<file path="config.mk">
export PLATFORM = sky130hd
export DESIGN_NAME = fpu_issue_unit
export DESIGN_NICKNAME = d
export VERILOG_FILES = /design/src/rtl/fpu_issue_unit.sv
export SDC_FILE = /design/constraint.sdc
export NUM_CORES = 1
export LEC_CHECK = 0
export CAP_MARGIN = 40
export CORE_MARGIN = 4
export CORE_UTILIZATION = 45
export DETAILED_ROUTE_END_ITERATION = 8
export MAX_ROUTING_LAYER = met4
export PLACE_DENSITY = 0.89
export SLEW_MARGIN = 20
export SYNTH_ARGS = -nofsm -noshare
export SYNTH_HDL_FRONTEND = slang
export SYNTH_SLANG_ARGS = --single-unit
</file>
<file path="constraint.sdc">
create_clock -name clk -period 5.66 [get_ports clk]
set_input_delay 0.849 -clock clk [delete_from_list [all_inputs] [get_ports clk]]
set_output_delay 0.849 -clock clk [all_outputs]
set_load 0.01 [all_outputs]
</file>
<file path="src/rtl/fpu_issue_unit.sv">
// fpu_issue_unit: issues one FPU op at a time and holds its operands
// for the op's fixed latency, then returns the captured result.
module fpu_issue_unit #(
  parameter int LAT_ADD = 4,
  parameter int LAT_SUB = 4,
  parameter int LAT_MUL = 6,
  parameter int LAT_DIV = 30,
  parameter int LAT_CMP = 2
) (
  input  logic        clk,
  input  logic        rst,
  input  logic        req_valid,
  output logic        req_ready,
  input  logic [31:0] req_a,
  input  logic [31:0] req_b,
  input  logic [2:0]  req_opc,
  output logic [31:0] fpu_a,
  output logic [31:0] fpu_b,
  output logic [2:0]  fpu_opc,
  input  logic [31:0] fpu_out,
  input  logic        fpu_aeb,
  input  logic        fpu_alb,
  input  logic        fpu_agb,
  output logic        rsp_valid,
  input  logic        rsp_ready,
  output logic [31:0] rsp_data,
  output logic        rsp_aeb,
  output logic        rsp_alb,
  output logic        rsp_agb,
  output logic        rsp_err,
  output logic        busy
);

  localparam int M1 = (LAT_ADD > LAT_SUB) ? LAT_ADD : LAT_SUB;
  localparam int M2 = (LAT_MUL > LAT_DIV) ? LAT_MUL : LAT_DIV;
  localparam int M3 = (M1 > M2) ? M1 : M2;
  localparam int LMAX = (M3 > LAT_CMP) ? M3 : LAT_CMP;
  localparam int CW = $clog2(LMAX + 1);

  typedef enum logic [1:0] {
    IDLE,
    WAIT,
    RESP
  } state_t;

  state_t        state;
  logic [CW-1:0] cnt;
  logic [CW-1:0] lat_sel;
  logic          legal;
  logic          accept;
  logic          is_cmp;
  logic          op_add;
  logic          op_sub;
  logic          op_mul;
  logic          op_div;
  logic          op_cmp;

  assign op_add = (req_opc == 3'd0);
  assign op_sub = (req_opc == 3'd1);
  assign op_mul = (req_opc == 3'd2);
  assign op_div = (req_opc == 3'd3);
  assign op_cmp = (req_opc == 3'd4);
  assign legal  = op_add | op_sub | op_mul | op_div | op_cmp;
  assign accept = req_valid & req_ready;
  assign is_cmp = (fpu_opc == 3'd4);

  always_comb begin
    lat_sel = '0;
    unique case (1'b1)
      op_add:  lat_sel = CW'(LAT_ADD);
      op_sub:  lat_sel = CW'(LAT_SUB);
      op_mul:  lat_sel = CW'(LAT_MUL);
      op_div:  lat_sel = CW'(LAT_DIV);
      op_cmp:  lat_sel = CW'(LAT_CMP);
      default: lat_sel = '0;
    endcase
  end

  always_ff @(posedge clk or posedge rst) begin
    if (rst) begin
      state     <= IDLE;
      cnt       <= '0;
      req_ready <= 1'b0;
      fpu_a     <= '0;
      fpu_b     <= '0;
      fpu_opc   <= '0;
      rsp_valid <= 1'b0;
      rsp_data  <= '0;
      rsp_aeb   <= 1'b0;
      rsp_alb   <= 1'b0;
      rsp_agb   <= 1'b0;
      rsp_err   <= 1'b0;
      busy      <= 1'b0;
    end else begin
      unique case (state)
        IDLE: begin
          req_ready <= 1'b1;
          if (accept) begin
            req_ready <= 1'b0;
            busy      <= 1'b1;
            if (legal) begin
              fpu_a   <= req_a;
              fpu_b   <= req_b;
              fpu_opc <= req_opc;
              cnt     <= lat_sel;
              state   <= WAIT;
            end else begin
              // illegal ops skip the core entirely
              rsp_valid <= 1'b1;
              rsp_err   <= 1'b1;
              rsp_data  <= '0;
              rsp_aeb   <= 1'b0;
              rsp_alb   <= 1'b0;
              rsp_agb   <= 1'b0;
              state     <= RESP;
            end
          end
        end
        WAIT: begin
          cnt <= cnt - CW'(1);
          if (cnt == CW'(1)) begin
            rsp_valid <= 1'b1;
            rsp_err   <= 1'b0;
            rsp_data  <= is_cmp ? 32'd0 : fpu_out;
            rsp_aeb   <= is_cmp & fpu_aeb;
            rsp_alb   <= is_cmp & fpu_alb;
            rsp_agb   <= is_cmp & fpu_agb;
            state     <= RESP;
          end
        end
        RESP: begin
          if (rsp_ready) begin
            rsp_valid <= 1'b0;
            busy      <= 1'b0;
            req_ready <= 1'b1;
            state     <= IDLE;
          end
        end
        default: state <= IDLE;
      endcase
    end
  end

endmodule

</file>
Yosys cells after proc, flatten, opt, wreduce, memory -nomap -nowiden:

Cells that the tools add are included.

* input bits: 106
* bits in registers: 113
* output and inout port bits: 106
* word-level logic and storage cells: 82

* reductions and logical operators: 13
* $add $sub $neg: 1
* multiplexer cells: 34
* bitwise logic cells: 8
* eq/ne operators: 13

Operators by type and width (number)
* 2-to-1 mux 32 bit: 4
* case mux 32 bit (2 select lines): 1
* case mux 5 bit (4 select lines): 1
* 2-to-1 mux 1 bit: 13
* case mux 1 bit (2 select lines): 6
* AND reduction 3 bit: 4
* 2-to-1 mux 5 bit: 2
* != test 2 bit (second input constant): 5
* case mux 5 bit (2 select lines): 1
* 2-to-1 mux 2 bit: 4
* equality test 3 x 2 -> 1 bit (second input constant): 2
* equality test 3 bit (second input constant): 2
* case mux 2 bit (3 select lines): 1
* equality test 5 x 1 -> 1 bit (second input constant): 1
* AND reduction 5 bit: 1
* subtractor 5 x 1 -> 5 bit (second input constant): 1
* AND 1 bit: 4
* OR 1 bit: 4
* AND reduction 4 bit: 1
* nonzero test 2 bit: 2
* equality test 3 x 1 -> 1 bit (second input constant): 1
* zero test 3 bit: 1
* case mux 1 bit (3 select lines): 1
* nonzero test 3 bit: 1
* other kinds (5): 5

Depth between registers and ports, before layout:

* word-level depth: 8
* mapped depth: 7
* depth with buffers taken out: 5

Worst setup path before layout:

OpenSTA, ideal clock, no wires.

* path type: input -> register
* start point: input req_opc[1]
* end point: register fpu_a[10]
* required time: 5.533 ns
* buffers on the path: 2
* stages on the path: 5
* setup slack: 3.636 ns
* data arrival time: 1.897 ns
* setup time: 0.127 ns
* path through: o21a_1 nor2_2 buf_4 buf_6 mux2_1

* word-level cells in the longest chain between the ends: 6
* elaborated cells between the ends (all ways): 10
* those cells by class: 4 x eq/ne; 4 x bitwise; 2 x reduce/logical

RTL lines
* start, declared: RTL line 16 `input logic [2:0] req_opc,`
* equality test 3 x 1 -> 1 bit or zero test 3 bit (tied branches): RTL line 59, 58
* OR 1 bit (3 in series): RTL line 63 `assign legal = op_add | op_sub | op_mul | op_div | op_cmp;`
* OR 1 bit *: RTL line 63
* AND reduction 3 bit (no source line) *
* end signal, assigned: RTL line 102 `fpu_a <= req_a;`
* end, declared: RTL line 17 `output logic [31:0] fpu_a,`

Every way passes the cells marked *; elsewhere a longest branch is shown, timed or not.
A chain may end at the register's enable or synchronous reset.

Worst setup path after layout:

* start point: input req_valid
* end point: register rsp_data[29]

* word-level cells in the longest chain between the ends: 3

RTL lines
* start, declared: RTL line 12 `input logic req_valid,`
* AND 1 bit: RTL line 64 `assign accept = req_valid & req_ready;`
* != test 2 bit (no source line)
* AND reduction 4 bit (no source line)
* end signal, assigned: RTL line 124 `rsp_data <= is_cmp ? 32'd0 : fpu_out;`
* end, declared: RTL line 26 `output logic [31:0] rsp_data,`

No other way between the ends.

==> metrics.md <==
| Metric | Value |
|---|---|
| Syn Nets | 422 |
| Total GRT Usage | 22.18% |
| Static Leak | 3.407 nW |
| Final setup violation count | 0 |
| Post-synthesis sequential area ratio | 58.67% |
| Post-route DRC | 0 |
| Netlist cell types | 41 |
| Total clock sinks | 113 |
| HPWL after DPL | 9345 um |
| Final Max Tran Viols | 0 |
| Area delta synth->final | 59.92% |
| Area leader, netlist | dfrtp_1 |
| Register area | 0.002828 mm^2 |
| Top cells by area in the synthesized netlist | dfrtp_1 59%, mux2_1 17%, mux2_4 8.7% |
| Vias/cell | 5.085 |
| Die Area | 0.01243 mm^2 |
| Synth Warn # | 0 |
| Largest net degree at the start of global routing | 69 |
| Reg2reg start | cnt[1] |
| Crit end category | register |
| Status | finished clean |
| Slew @ Worst Pin | 0.6442 ns |
| Layout cells sized above 1 | 13.76% |
| Final Hold Fails | 0 |
| Drt pass-1 iters | 4 |
| Number of global-route vias before repair | 3854 |
| Total Routed Length | 13210 um |
| Max-cap check violation count | 0 |
| Most common cell after layout, fill and taps aside | clkdlybuf4s50_1 |
| Post-synthesis cell count | 314 |
| GP Congestion | 0.8419 |
| Async SR Flop Fraction | 100.0% |
| Setup CP Type | in2reg |
| Clock Latency Late Sink | 0.50 ns |
| CTS Root Cell | clkbuf_8 |
| Vias | 3463 |
| Fmax | 407.6 MHz |
| Row Count | 37 |
| Port bufs | 211 |
| Crit Reg-Reg Endpoint | rsp_data[29] |
| Max-slew headroom | 57.05% |
| Crit path time final | 2.454 ns |
| Arr. time, crit path | 2.83 ns |
| Max IR drop VDD | 0.3683 mV |
| Core Region | 0.01037 mm^2 |
| Startpoint Class | input port |
| Most frequent cells in the layout | 211 x clkdlybuf4s50_1, 113 x dfrtp_1, 71 x mux2_1 |
| CTS tree | built |
| R2R setup slack | 3.50 ns |
| CTS Buffer Depth | 2 |
| Htree depth | 4 |
| TritonCTS buffer count | 17 |
| CP max stage delay | 0.59 ns |
| N_diodes | 0 |
| Multi-input logic area | 0.001814 mm^2 |
| First-pass GRT wire length | 20850 um |
| CP cell instances | clkdlybuf4s50_1 -> nor4bb_4 -> a22o_4 -> mux2_1 |
| Wire length per cell | 19.40 um |
| Hold Path Sink | rsp_valid |
| Slowest cell on crit path | a22o_4 |
| Cell Area, Synth | 0.004820 mm^2 |
| Layout Nets | 640 |
| Synth Register Bits | 113 |
| Filler cell count | 666 |
| Post-synth top area share | 58.67% |
| Total negative slack | 0 ns |
| Hold Path Depth | 1 |
| # hold bufs at CTS | 0 |
| Cell area power density | 567.0 mW/mm^2 |
| Required time of the critical path | 6.04 ns |
| RSZ-0062 raised after global routing | false |
| Post-CTS Setup Bufs | 0 |
| Critical path fanouts, max | 37 |
| Synthesized area per cell | 15.35 um^2 |
| Gr ovfl total | 0 |
| Top delay family on crit path | compound AO/OA/AOI/OAI gates |
| Worst Reg2Reg Path Length in Cells | 5 |
| Setup WS post-layout | 3.206 ns |
| WP buf/inv | 1 |
| WHS | 0.4806 ns |
| Post-route clock period utilization | 43.35% |
| # IOs | 212 |
| Worst min-delay path class | reg2reg |
| Placed cell areas | 0.006975 mm^2 |
| Initial antenna violation count | 0 |
| Post-CTS Resized | 0 |
| Critical hold path startpoint | rsp_valid |
| Post-DRT Antenna Nets | 0 |
| DIE HEIGHT | 111.5 um |
| EDFF count, synth | 0 |
| Setup WS pre-CTS | 2.674 ns |
| Starting density of the core | 46.48% |
| Design area | 0.007707 mm^2 |
| Drt initial violations | 164 |
| Die W | 111.5 um |
| Skew final | 0.006228 ns |
| Top_reg_cell synth | dfrtp_1 |
| Overall power | 0.004370 W |
| Clk pin slew, worst setup/hold paths | 0.06 ns |
where the power goes:
group	switching, W	internal (W)
Clock	0.000351	0.000816
Combinational	0.000710	0.00108
Sequential	0.000229	0.00119
Total	0.00129	0.00308
per-stage QoR:
stage / utilization [%] / std cells
after global routing: 74.32 / 681
final: 74.32 / 681
after floorplan: - / 314
after global placement: 67.27 / 646
after CTS: 73.65 / 678
after detailed placement: 67.27 / 646
sequential cells by signal (all words and copies together) (netlist names):
register   flops
rsp_aeb        1
rsp_data      32
cnt            5
fpu_a         32
state          2
req_ready      1
rsp_alb        1
rsp_valid      1
rsp_agb        1
rsp_err        1
fpu_b         32
busy           1
fpu_opc        3
layer usage:
metal / share of wire (%) / global-route usage [%]
met5: 0 / -
met4: 1.4 / 5.272
met1: 41 / 25.26
met3: 5.7 / 7.120
met2: 52 / 38.24
synth_stat cells (2+ instances only):
cell type and count:
mux2_4 28, buf_6 2, dfrtp_1 113, clkbuf_1 7
inv_1 7, nand2_1 4, and3_1 35, ha_1 2
mux2_1 71, a21oi_1 4, a31o_1 2, buf_2 4
mux2_2 2, o21a_1 3, buf_12 4
layout make-up:
type | instances | area share (%)
sequential | 113 | 36.69
timing repair buffer | 217 | 28.60
multi-input combinational | 176 | 23.54
clock buffer | 23 | 6.315
clock inverter | 9 | 2.273
tap | 136 | 2.208
inverter | 7 | 0.3734
cell families (layout without fill, tap and decap cells):
logic type / count (synthesis) / count (layout) / synth area share, %
buffers and inverters: 25 / 256 / 3.791
xor gates and xnor gates: 1 / 1 / 0.1818
muxes: 101 / 101 / 25.78
AOI/OAI and AO/OA: 21 / 21 / 3.557
adders and majority gates: 2 / 2 / 0.5191
DFF: 113 / 113 / 58.67
and+or+nand+nor: 51 / 51 / 7.503
worst max path at each step:
stage / from / end / slack (ns) / cells past startpoint
2_1_floorplan: rst / busy / 1.82 / 1
3_3_place_gp: req_valid / fpu_b[25] / 2.74 / 5
3_5_place_dp: req_opc[1] / fpu_a[24] / 2.67 / 5
4_1_cts: req_opc[1] / fpu_a[24] / 3.19 / 5
5_1_grt: req_valid / rsp_data[25] / 3.15 / 4
6_report: req_valid / rsp_data[29] / 3.21 / 4
(Power assumes the default switching activity.)
